**config.mk**
```make
export PLATFORM = sky130hd
export DESIGN_NAME = memchr_reader_flat
export DESIGN_NICKNAME = d
export VERILOG_FILES = /design/src/rtl/memchr_reader_if.sv /design/src/rtl/memchr_reader.sv /design/src/flat_wrapper.sv
export SDC_FILE = /design/constraint.sdc
export NUM_CORES = 1
export LEC_CHECK = 0
export ABC_AREA = 1
export BUFFER_PORTS_ARGS = -buffer_cell sky130_fd_sc_hd__buf_2
export CELL_PAD_IN_SITES_DETAIL_PLACEMENT = 1
export CELL_PAD_IN_SITES_GLOBAL_PLACEMENT = 1
export CORE_MARGIN = 8
export CORE_UTILIZATION = 43
export CTS_BUF_LIST = sky130_fd_sc_hd__clkbuf_4 sky130_fd_sc_hd__clkbuf_8
export CTS_CLUSTER_SIZE = 40
export DETAILED_ROUTE_END_ITERATION = 16
export GPL_TIMING_DRIVEN = 0
export PLACE_DENSITY = 0.9
export SETUP_SLACK_MARGIN = 0.5
export SYNTH_ARGS = -nofsm -noshare
export SYNTH_HDL_FRONTEND = slang
export SYNTH_SLANG_ARGS = --single-unit
```
**constraint.sdc**
```tcl
create_clock -name clk -period 8.77 [get_ports clk]
set_clock_uncertainty 0.1 [all_clocks]
set_input_delay 1.754 -clock clk [delete_from_list [all_inputs] [get_ports clk]]
set_output_delay 1.754 -clock clk [all_outputs]
set_load 0.03 [all_outputs]
```
**src/rtl/memchr_reader_if.sv**
```systemverilog
// memchr_reader_if: groups the accelerator handshake and the memory
// controller port of memchr_reader.
//   start, m, c, n              launch request and scan arguments
//   finish, found, return_val   result handshake
//   memory_controller_*         read-only path into the 32x8 RAM controller
// Modport master is the accelerator's view. Modport slave is the view of the
// environment: the host and the memory controller.
interface memchr_reader_if #(
    parameter int unsigned ADDR_W = 32,
    parameter int unsigned DATA_W = 32
);
    logic              start;
    logic [ADDR_W-1:0] m;
    logic [31:0]       c;
    logic [31:0]       n;
    logic              finish;
    logic              found;
    logic [ADDR_W-1:0] return_val;
    logic [ADDR_W-1:0] memory_controller_address;
    logic              memory_controller_write_enable;
    logic [DATA_W-1:0] memory_controller_in;
    logic [DATA_W-1:0] memory_controller_out;

    modport master (
        input  start, m, c, n, memory_controller_out,
        output finish, found, return_val, memory_controller_address,
               memory_controller_write_enable, memory_controller_in
    );

    modport slave (
        output start, m, c, n, memory_controller_out,
        input  finish, found, return_val, memory_controller_address,
               memory_controller_write_enable, memory_controller_in
    );
endinterface

```
**src/rtl/memchr_reader.sv**
```systemverilog
// memchr_reader: scans up to n bytes of RAM, starting at byte address m, for
// the first byte equal to c[7:0].
// Ports:
//   clk    rising-edge clock
//   reset  synchronous, active-high reset
//   bus    memchr_reader_if.master. It carries the start/finish/return_val
//          handshake, the found flag, and the read-only memory controller
//          port. Write enable and write data are held at 0.
// Pipelined: one read address is issued per cycle. Its data is compared in
// the cycle after the RAM registers that address.
module memchr_reader #(
    parameter int unsigned ADDR_W = 32,
    parameter int unsigned DATA_W = 32
) (
    input  logic            clk,
    input  logic            reset,
    memchr_reader_if.master bus
);

    typedef enum logic [1:0] {IDLE, SCAN, DRAIN, DONE} state_t;

    state_t            state_q, state_d;
    logic [ADDR_W-1:0] m_q, m_d;
    logic [7:0]        c_q, c_d;
    logic [31:0]       n_q, n_d;
    logic [31:0]       i_q, i_d;
    logic [ADDR_W-1:0] pipe_addr_q, pipe_addr_d;
    logic              pipe_valid_q, pipe_valid_d;
    logic              found_q, found_d;
    logic [ADDR_W-1:0] ret_q, ret_d;
    logic [ADDR_W-1:0] addr_q, addr_d;

    logic [ADDR_W-1:0] issue_addr;
    logic              hit;

    // Address on the bus this cycle. The sum wraps modulo 2^ADDR_W.
    assign issue_addr = m_q + ADDR_W'(i_q);
    // Data for pipe_addr_q is present this cycle.
    assign hit = pipe_valid_q && (bus.memory_controller_out[7:0] == c_q);

    always_ff @(posedge clk) begin
        if (reset) begin
            state_q      <= IDLE;
            m_q          <= '0;
            c_q          <= '0;
            n_q          <= '0;
            i_q          <= '0;
            pipe_addr_q  <= '0;
            pipe_valid_q <= 1'b0;
            found_q      <= 1'b0;
            ret_q        <= '0;
            addr_q       <= '0;
        end else begin
            state_q      <= state_d;
            m_q          <= m_d;
            c_q          <= c_d;
            n_q          <= n_d;
            i_q          <= i_d;
            pipe_addr_q  <= pipe_addr_d;
            pipe_valid_q <= pipe_valid_d;
            found_q      <= found_d;
            ret_q        <= ret_d;
            addr_q       <= addr_d;
        end
    end

    always_comb begin
        state_d      = state_q;
        m_d          = m_q;
        c_d          = c_q;
        n_d          = n_q;
        i_d          = i_q;
        pipe_addr_d  = pipe_addr_q;
        pipe_valid_d = pipe_valid_q;
        found_d      = found_q;
        ret_d        = ret_q;
        addr_d       = addr_q;

        case (state_q)
            IDLE: begin
                pipe_valid_d = 1'b0;
                if (bus.start) begin
                    m_d     = bus.m;
                    c_d     = bus.c[7:0];
                    n_d     = bus.n;
                    i_d     = '0;
                    found_d = 1'b0;
                    ret_d   = '0;
                    if (bus.n == 32'd0) begin
                        state_d = DONE;
                    end else begin
                        addr_d  = bus.m;
                        state_d = SCAN;
                    end
                end
            end
            SCAN: begin
                pipe_addr_d  = issue_addr;
                pipe_valid_d = 1'b1;
                i_d          = i_q + 32'd1;
                if (hit) begin
                    // The read issued this cycle is abandoned.
                    found_d      = 1'b1;
                    ret_d        = pipe_addr_q;
                    pipe_valid_d = 1'b0;
                    state_d      = DONE;
                end else if (i_q + 32'd1 == n_q) begin
                    state_d = DRAIN;
                end else begin
                    addr_d = issue_addr + ADDR_W'(1);
                end
            end
            DRAIN: begin
                pipe_valid_d = 1'b0;
                if (hit) begin
                    found_d = 1'b1;
                    ret_d   = pipe_addr_q;
                end else begin
                    found_d = 1'b0;
                    ret_d   = '0;
                end
                state_d = DONE;
            end
            DONE: begin
                state_d = IDLE;
            end
            default: begin
                state_d = IDLE;
            end
        endcase
    end

    assign bus.finish                         = (state_q == DONE);
    assign bus.found                          = found_q;
    assign bus.return_val                     = ret_q;
    assign bus.memory_controller_address      = addr_q;
    assign bus.memory_controller_write_enable = 1'b0;
    assign bus.memory_controller_in           = '0;

endmodule

```
**src/flat_wrapper.sv**
```systemverilog
// flat-port wrapper written by rule: the top's interface ports become plain ports
module memchr_reader_flat 
#(
    parameter int unsigned ADDR_W = 32,
    parameter int unsigned DATA_W = 32
)
  (clk, reset, bus_start, bus_m, bus_c, bus_n, bus_memory_controller_out, bus_finish, bus_found, bus_return_val, bus_memory_controller_address, bus_memory_controller_write_enable, bus_memory_controller_in);
  memchr_reader_if #(.ADDR_W(ADDR_W), .DATA_W(DATA_W)) bus_i ();
  input  logic clk;
  input  logic reset;
  input wire logic [$bits(bus_i.start)-1:0] bus_start;
  input wire logic [$bits(bus_i.m)-1:0] bus_m;
  input wire logic [$bits(bus_i.c)-1:0] bus_c;
  input wire logic [$bits(bus_i.n)-1:0] bus_n;
  input wire logic [$bits(bus_i.memory_controller_out)-1:0] bus_memory_controller_out;
  output wire logic [$bits(bus_i.finish)-1:0] bus_finish;
  output wire logic [$bits(bus_i.found)-1:0] bus_found;
  output wire logic [$bits(bus_i.return_val)-1:0] bus_return_val;
  output wire logic [$bits(bus_i.memory_controller_address)-1:0] bus_memory_controller_address;
  output wire logic [$bits(bus_i.memory_controller_write_enable)-1:0] bus_memory_controller_write_enable;
  output wire logic [$bits(bus_i.memory_controller_in)-1:0] bus_memory_controller_in;
  assign bus_i.start = bus_start;
  assign bus_i.m = bus_m;
  assign bus_i.c = bus_c;
  assign bus_i.n = bus_n;
  assign bus_i.memory_controller_out = bus_memory_controller_out;
  assign bus_finish = bus_i.finish;
  assign bus_found = bus_i.found;
  assign bus_return_val = bus_i.return_val;
  assign bus_memory_controller_address = bus_i.memory_controller_address;
  assign bus_memory_controller_write_enable = bus_i.memory_controller_write_enable;
  assign bus_memory_controller_in = bus_i.memory_controller_in;
  memchr_reader #(.ADDR_W(ADDR_W), .DATA_W(DATA_W)) u_core (.clk(clk), .reset(reset), .bus(bus_i));
endmodule
```
# After elaboration in Yosys (flattened, before gate mapping)
# Index checks and enable logic that the tools add are counted.
# classes
n_reduce_logical	12
n_addsub	3
muxes	21
eq_ne	11
# op_table
op	count
$mux 32	7
$pmux 32 s2	2
$pmux 32 s3	1
$add 32x1->32 const B	2
$add 32x32->32	1
$eq 32x32->1	1
$logic_not 32->1	1
$eq 8x8->1	1
$mux 2	4
$ne 2x2->1 const B	4
$pmux 2 s4	1
$reduce_and 2->1	3
$reduce_and 5->1	1
$eq 2x2->1 const B	2
$mux 1	4
$reduce_bool 2->1	2
$ne 3x1->1 const B	1
$pmux 1 s3	1
$reduce_and 3->1	1
$reduce_bool 3->1	1
$eq 2x1->1 const B	1
$logic_not 2->1	1
$ne 2x1->1 const B	1
$pmux 1 s2	1
other kinds (2)	2
# totals
register_bits	204
out_inout_bits	99

# Logic depth before layout (Yosys ltp)
# depth
word_depth	5
depth_mapped	22
depth_no_buf	21

# Worst setup path after synthesis
# No wires, ideal clock.
# synth_timing
kind	in2reg
from	input bus_memory_controller_out[2]
to	register u_core.addr_q[12], in the netlist u_core.bus.memory_controller_address[12]
path_slack_ns	5.562
cell_stages	11
setup_time_ns	0.070
required_time_ns	8.600
t_arrival_ns	3.037
cell_sequence	or2_2 > nand3_1 > nor4_1 > nand2_1 > nor2_1 > nor3_1 > nand2_2 > inv_2 > buf_2 > nand2_1 > a21oi_1
# synth_between
elab_chain_cells	4
# synth_lines
element	line	source
start, declared	flat_wrapper.sv:15	input wire logic [$bits(bus_i.memory_controller_out)-1:0] bus_memory_controller_out;
$eq 8x8->1	memchr_reader.sv:39	assign hit = pipe_valid_q && (bus.memory_controller_out[7:0] == c_q);
$logic_and 1x1->1	memchr_reader.sv:39	
$ne 2x2->1 (no source line)	--	
$reduce_and 5->1 (no source line)	--	
end signal, assigned	memchr_reader.sv:63	addr_q <= addr_d;
end, declared	memchr_reader.sv:31	logic [ADDR_W-1:0] addr_q, addr_d;
# Every way passes these cells.
# A chain may end at the register's enable or synchronous reset.

# Final worst setup path
# layout_timing
from	input bus_n[31]
to	register u_core.addr_q[7], in the netlist u_core.bus.memory_controller_address[7]
# layout_between
elab_chain_cells	3
# layout_lines
element	line	source
start, declared	flat_wrapper.sv:14	input wire logic [$bits(bus_i.n)-1:0] bus_n;
$logic_not 32->1	memchr_reader.sv:89	if (bus.n == 32'd0) begin
$ne 2x2->1 (no source line)	--	
$reduce_and 5->1 (no source line)	--	
# Every way passes these cells.

==> flow_summary.yaml <==
run_status:
  status: "finished, final reports clean"
flow_run:
  cap_violations: 0
route:
  drtAntennaViolNets: 0
  first_iter_violations: 908
  wl_per_cell_um: 19.53
  first_pass_iters: 5
  drc_errors: 0
  vias: 14870
  vias_per_cell: 5.351
  wl_um: 54260
clock_tree:
  cts-root-buf: "clkbuf_8"
  ctsHoldBuffers: 0
  clkTransAtPathRegs_ns: 0.06
  cts.sinks: 204
  clk_latency_ns: 0.55
  numCtsBuffers: 39
  cts_tree: "built"
  cts_setup_buffers: 0
  htree_levels: 2
  clk_path_buf_depth: 3
  cts_resized: 0
place:
  pre_cts_ws_ns: 4.183
  portBuffers: 148
  globalplace.congestion: 0.9420
  hpwl_um: 43350
  placed_cell_area_um2: 14260
yosys:
  synth.avg_cell_area_um2: 6.039
  synth_mux_area_share_pct: 0.07752
  yosysMostFrequentCell: "nand2_1"
  synth_seq_cells: 204
  synthArstFlopShare_pct: 0
  synth_fa_ha_area_share_pct: 3.837
  yosys_most_used_dff: "dfxtp_1"
  yosysSeqAreaShare_pct: 31.63
  synth_top_area_share_pct: 31.63
  yosys-top-cells-count: "nand2_1 (686), inv_1 (272), nor2_1 (262), dfxtp_1 (204), nand3_1 (152)"
  synth_top_family_by_area: "simple AND/OR/NAND/NOR gates"
  syn_inst: 2138
  synth.distinct_cells: 45
  synth_compound_area_share_pct: 12.34
  synth_xor_area_share_pct: 2.083
  synth_edf_count: 0
  yosysWarnings: 0
  synth.area.top_cells: "dfxtp_1 (32%), nand2_1 (20%), inv_1 (7.9%)"
  yosysTopAreaCell: "dfxtp_1"
  synth_area_um2: 12910
  synth-simple-area-share_pct: 37.83
worst_setup_path:
  crit_path_start_kind: "primary input"
  rr_startpoint: "u_core.i_q[0]$_SDFFE_PP0P_"
  worstPathArrival_ns: 4.48
  cp-startpoint: "bus_n[31]"
  cp_data_required_time_ns: 9.14
  r2r_cells: 16
  r2r_end: "u_core.bus.memory_controller_address[7]$_SDFFE_PP0P_"
  end_kind: "flop"
  critPathMaxFanout: 10
  crit_end: "u_core.bus.memory_controller_address[7]$_SDFFE_PP0P_"
  reg2reg_setup_slack_ns: 4.74
  crit_type: "primary input to flop"
die:
  pin_count: 230
  die_w_um: 189.3
  dieArea_um2: 35830
  rows: 63
  die_h_um: 189.3
  core_area_um2: 29640
  start_util_pct: 43.57
timing:
  fmax_mhz: 243.5
  slew_violations: 0
  period_needed_ns: 4.107
  tightest_slew_ns: 1.064
  hold_viol_final: 0
  relSlewSlack_pct: 29.10
  finalWorstSetupSlack_ns: 4.663
  fin_setup_tns_ns: 0
  min_period_over_period_pct: 46.83
  rsz0062_at_grt: "no"
  setup_violations: 0
grt:
  grt-ovfl-total: 0
  grt_max_degree: 11
  grt_pass1_wl_um: 84480
  grt_pass1_vias: 15530
  grt_antenna_before_repair: 0
  grt_util_all_layers_pct: 29.82
final_layout:
  fin_area_um2: 15180
  seq_area_um2: 4084
  nets: 2529
  multi_input_area_um2: 7376
  nFillCells: 4227
  layout-drive-gt1-share_pct: 12.35
  area_delta_synth_final_pct: 17.59
pwr:
  p_leak_uw: 0.007387
  power.density_nw_per_um2: 226.9
  peakVddDrop_uv: 155.2
worst_hold_path:
  hold_class: "flop to flop"
-- metal layers --
| metal | global-route usage [%] | part of all wire [%] | vias up |
|---|---|---|---|
| li1 | - | - | 7144 |
| met1 | 38.64 | 45 | 7167 |
| met2 | 50.50 | 47 | 450 |
| met3 | 4.102 | 5.8 | 110 |
| met4 | 9.561 | 2.7 | 0 |
| met5 | 0 | 0 | - |
-- how the worst min path moves through the flow --
| stage | start | endpoint | slack (ns) | cells past startpoint |
|---|---|---|---|---|
| after floorplan | u_core.n_q[5]$_SDFFE_PP0P_ | u_core.n_q[5]$_SDFFE_PP0P_ | 0.34 | 2 |
| after global placement | u_core.bus.return_val[24]$_SDFFE_PP0P_ | u_core.bus.return_val[24]$_SDFFE_PP0P_ | 0.35 | 2 |
| after detailed placement | u_core.bus.return_val[9]$_SDFFE_PP0P_ | u_core.bus.return_val[9]$_SDFFE_PP0P_ | 0.35 | 2 |
| after CTS | u_core.bus.return_val[11]$_SDFFE_PP0P_ | u_core.bus.return_val[11]$_SDFFE_PP0P_ | 0.36 | 2 |
| after global routing | u_core.bus.return_val[7]$_SDFFE_PP0P_ | u_core.bus.return_val[7]$_SDFFE_PP0P_ | 0.38 | 2 |
| final | u_core.bus.return_val[9]$_SDFFE_PP0P_ | u_core.bus.return_val[9]$_SDFFE_PP0P_ | 0.36 | 2 |
-- critical path, stage by stage --
cell     delay, ns
buf_2         0.09
inv_1         0.21
nand3_1       0.16
nor3_1        0.32
nand4_1       0.27
nor4_1        0.57
nor3_1        0.12
nand2_2       0.35
buf_4         0.31
o21ai_0       0.15
nor2_1        0.17
-- final cells by class --
class | count | area share (%)
Timing Repair Buffer | 148 | 4.878
Sequential cell | 204 | 26.90
Tap cell | 390 | 3.214
Clock buffer | 65 | 5.233
Inverter | 276 | 6.823
Antenna cell | 1 | 0.01648
Multi-Input combinational cell | 1586 | 48.58
Buffer | 104 | 3.535
Clock inverter | 5 | 0.8241
-- report_power, final --
part	internal (uW)	switching, uW	total [uW]
logic	318	843	1160
clock network	687	430	1120
registers	1070	93.4	1170
-- layout by cell type (no fill, tap or decap), drive strengths merged, types with 33 or more instances in the layout --
master	synthesis	routed
a21oi	151	151
buf	49	197
clkbuf	55	120
conb	1	33
dfxtp	204	204
ha	38	38
inv	276	276
nand2	693	693
nand3	153	153
nor2	273	273
o21ai	106	106
-- flip-flops by register name, summed over array words and instances (netlist names) --
register                              cells
u_core.m_q                               32
u_core.pipe_valid_q                       1
u_core.state_q                            2
u_core.bus.memory_controller_address     32
u_core.pipe_addr_q                       32
u_core.bus.return_val                    32
u_core.n_q                               32
u_core.c_q                                8
u_core.i_q                               32
u_core.bus.found                          1
-- cell families (layout without fill, tap and decap cells) --
| logic type | count (synthesis) | after routing |
|---|---|---|
| multiplexers | 1 | 1 |
| flip-flops | 204 | 204 |
| XOR/XNOR | 26 | 26 |
| other | 1 | 34 |
| AO/OA/AOI/OAI | 297 | 297 |
| AND/OR/NAND/NOR | 1190 | 1190 |
| buffers and inverters | 380 | 598 |
| adder cells (fa/ha/maj) | 39 | 39 |
-- through the flow --
step	cells	utilization (%)	hold slack, ns	total power, uW
2_1_floorplan	2170	-	0.3355	1889
6_report	2779	51.23	0.3587	3445
5_1_grt	2778	51.22	0.3831	3621
3_3_place_gp	2708	48.12	0.3462	2260
4_1_cts	2778	51.22	0.3629	3443
3_5_place_dp	2708	48.12	0.3533	2311
Note: power is estimated with default switching activity, not from simulation.
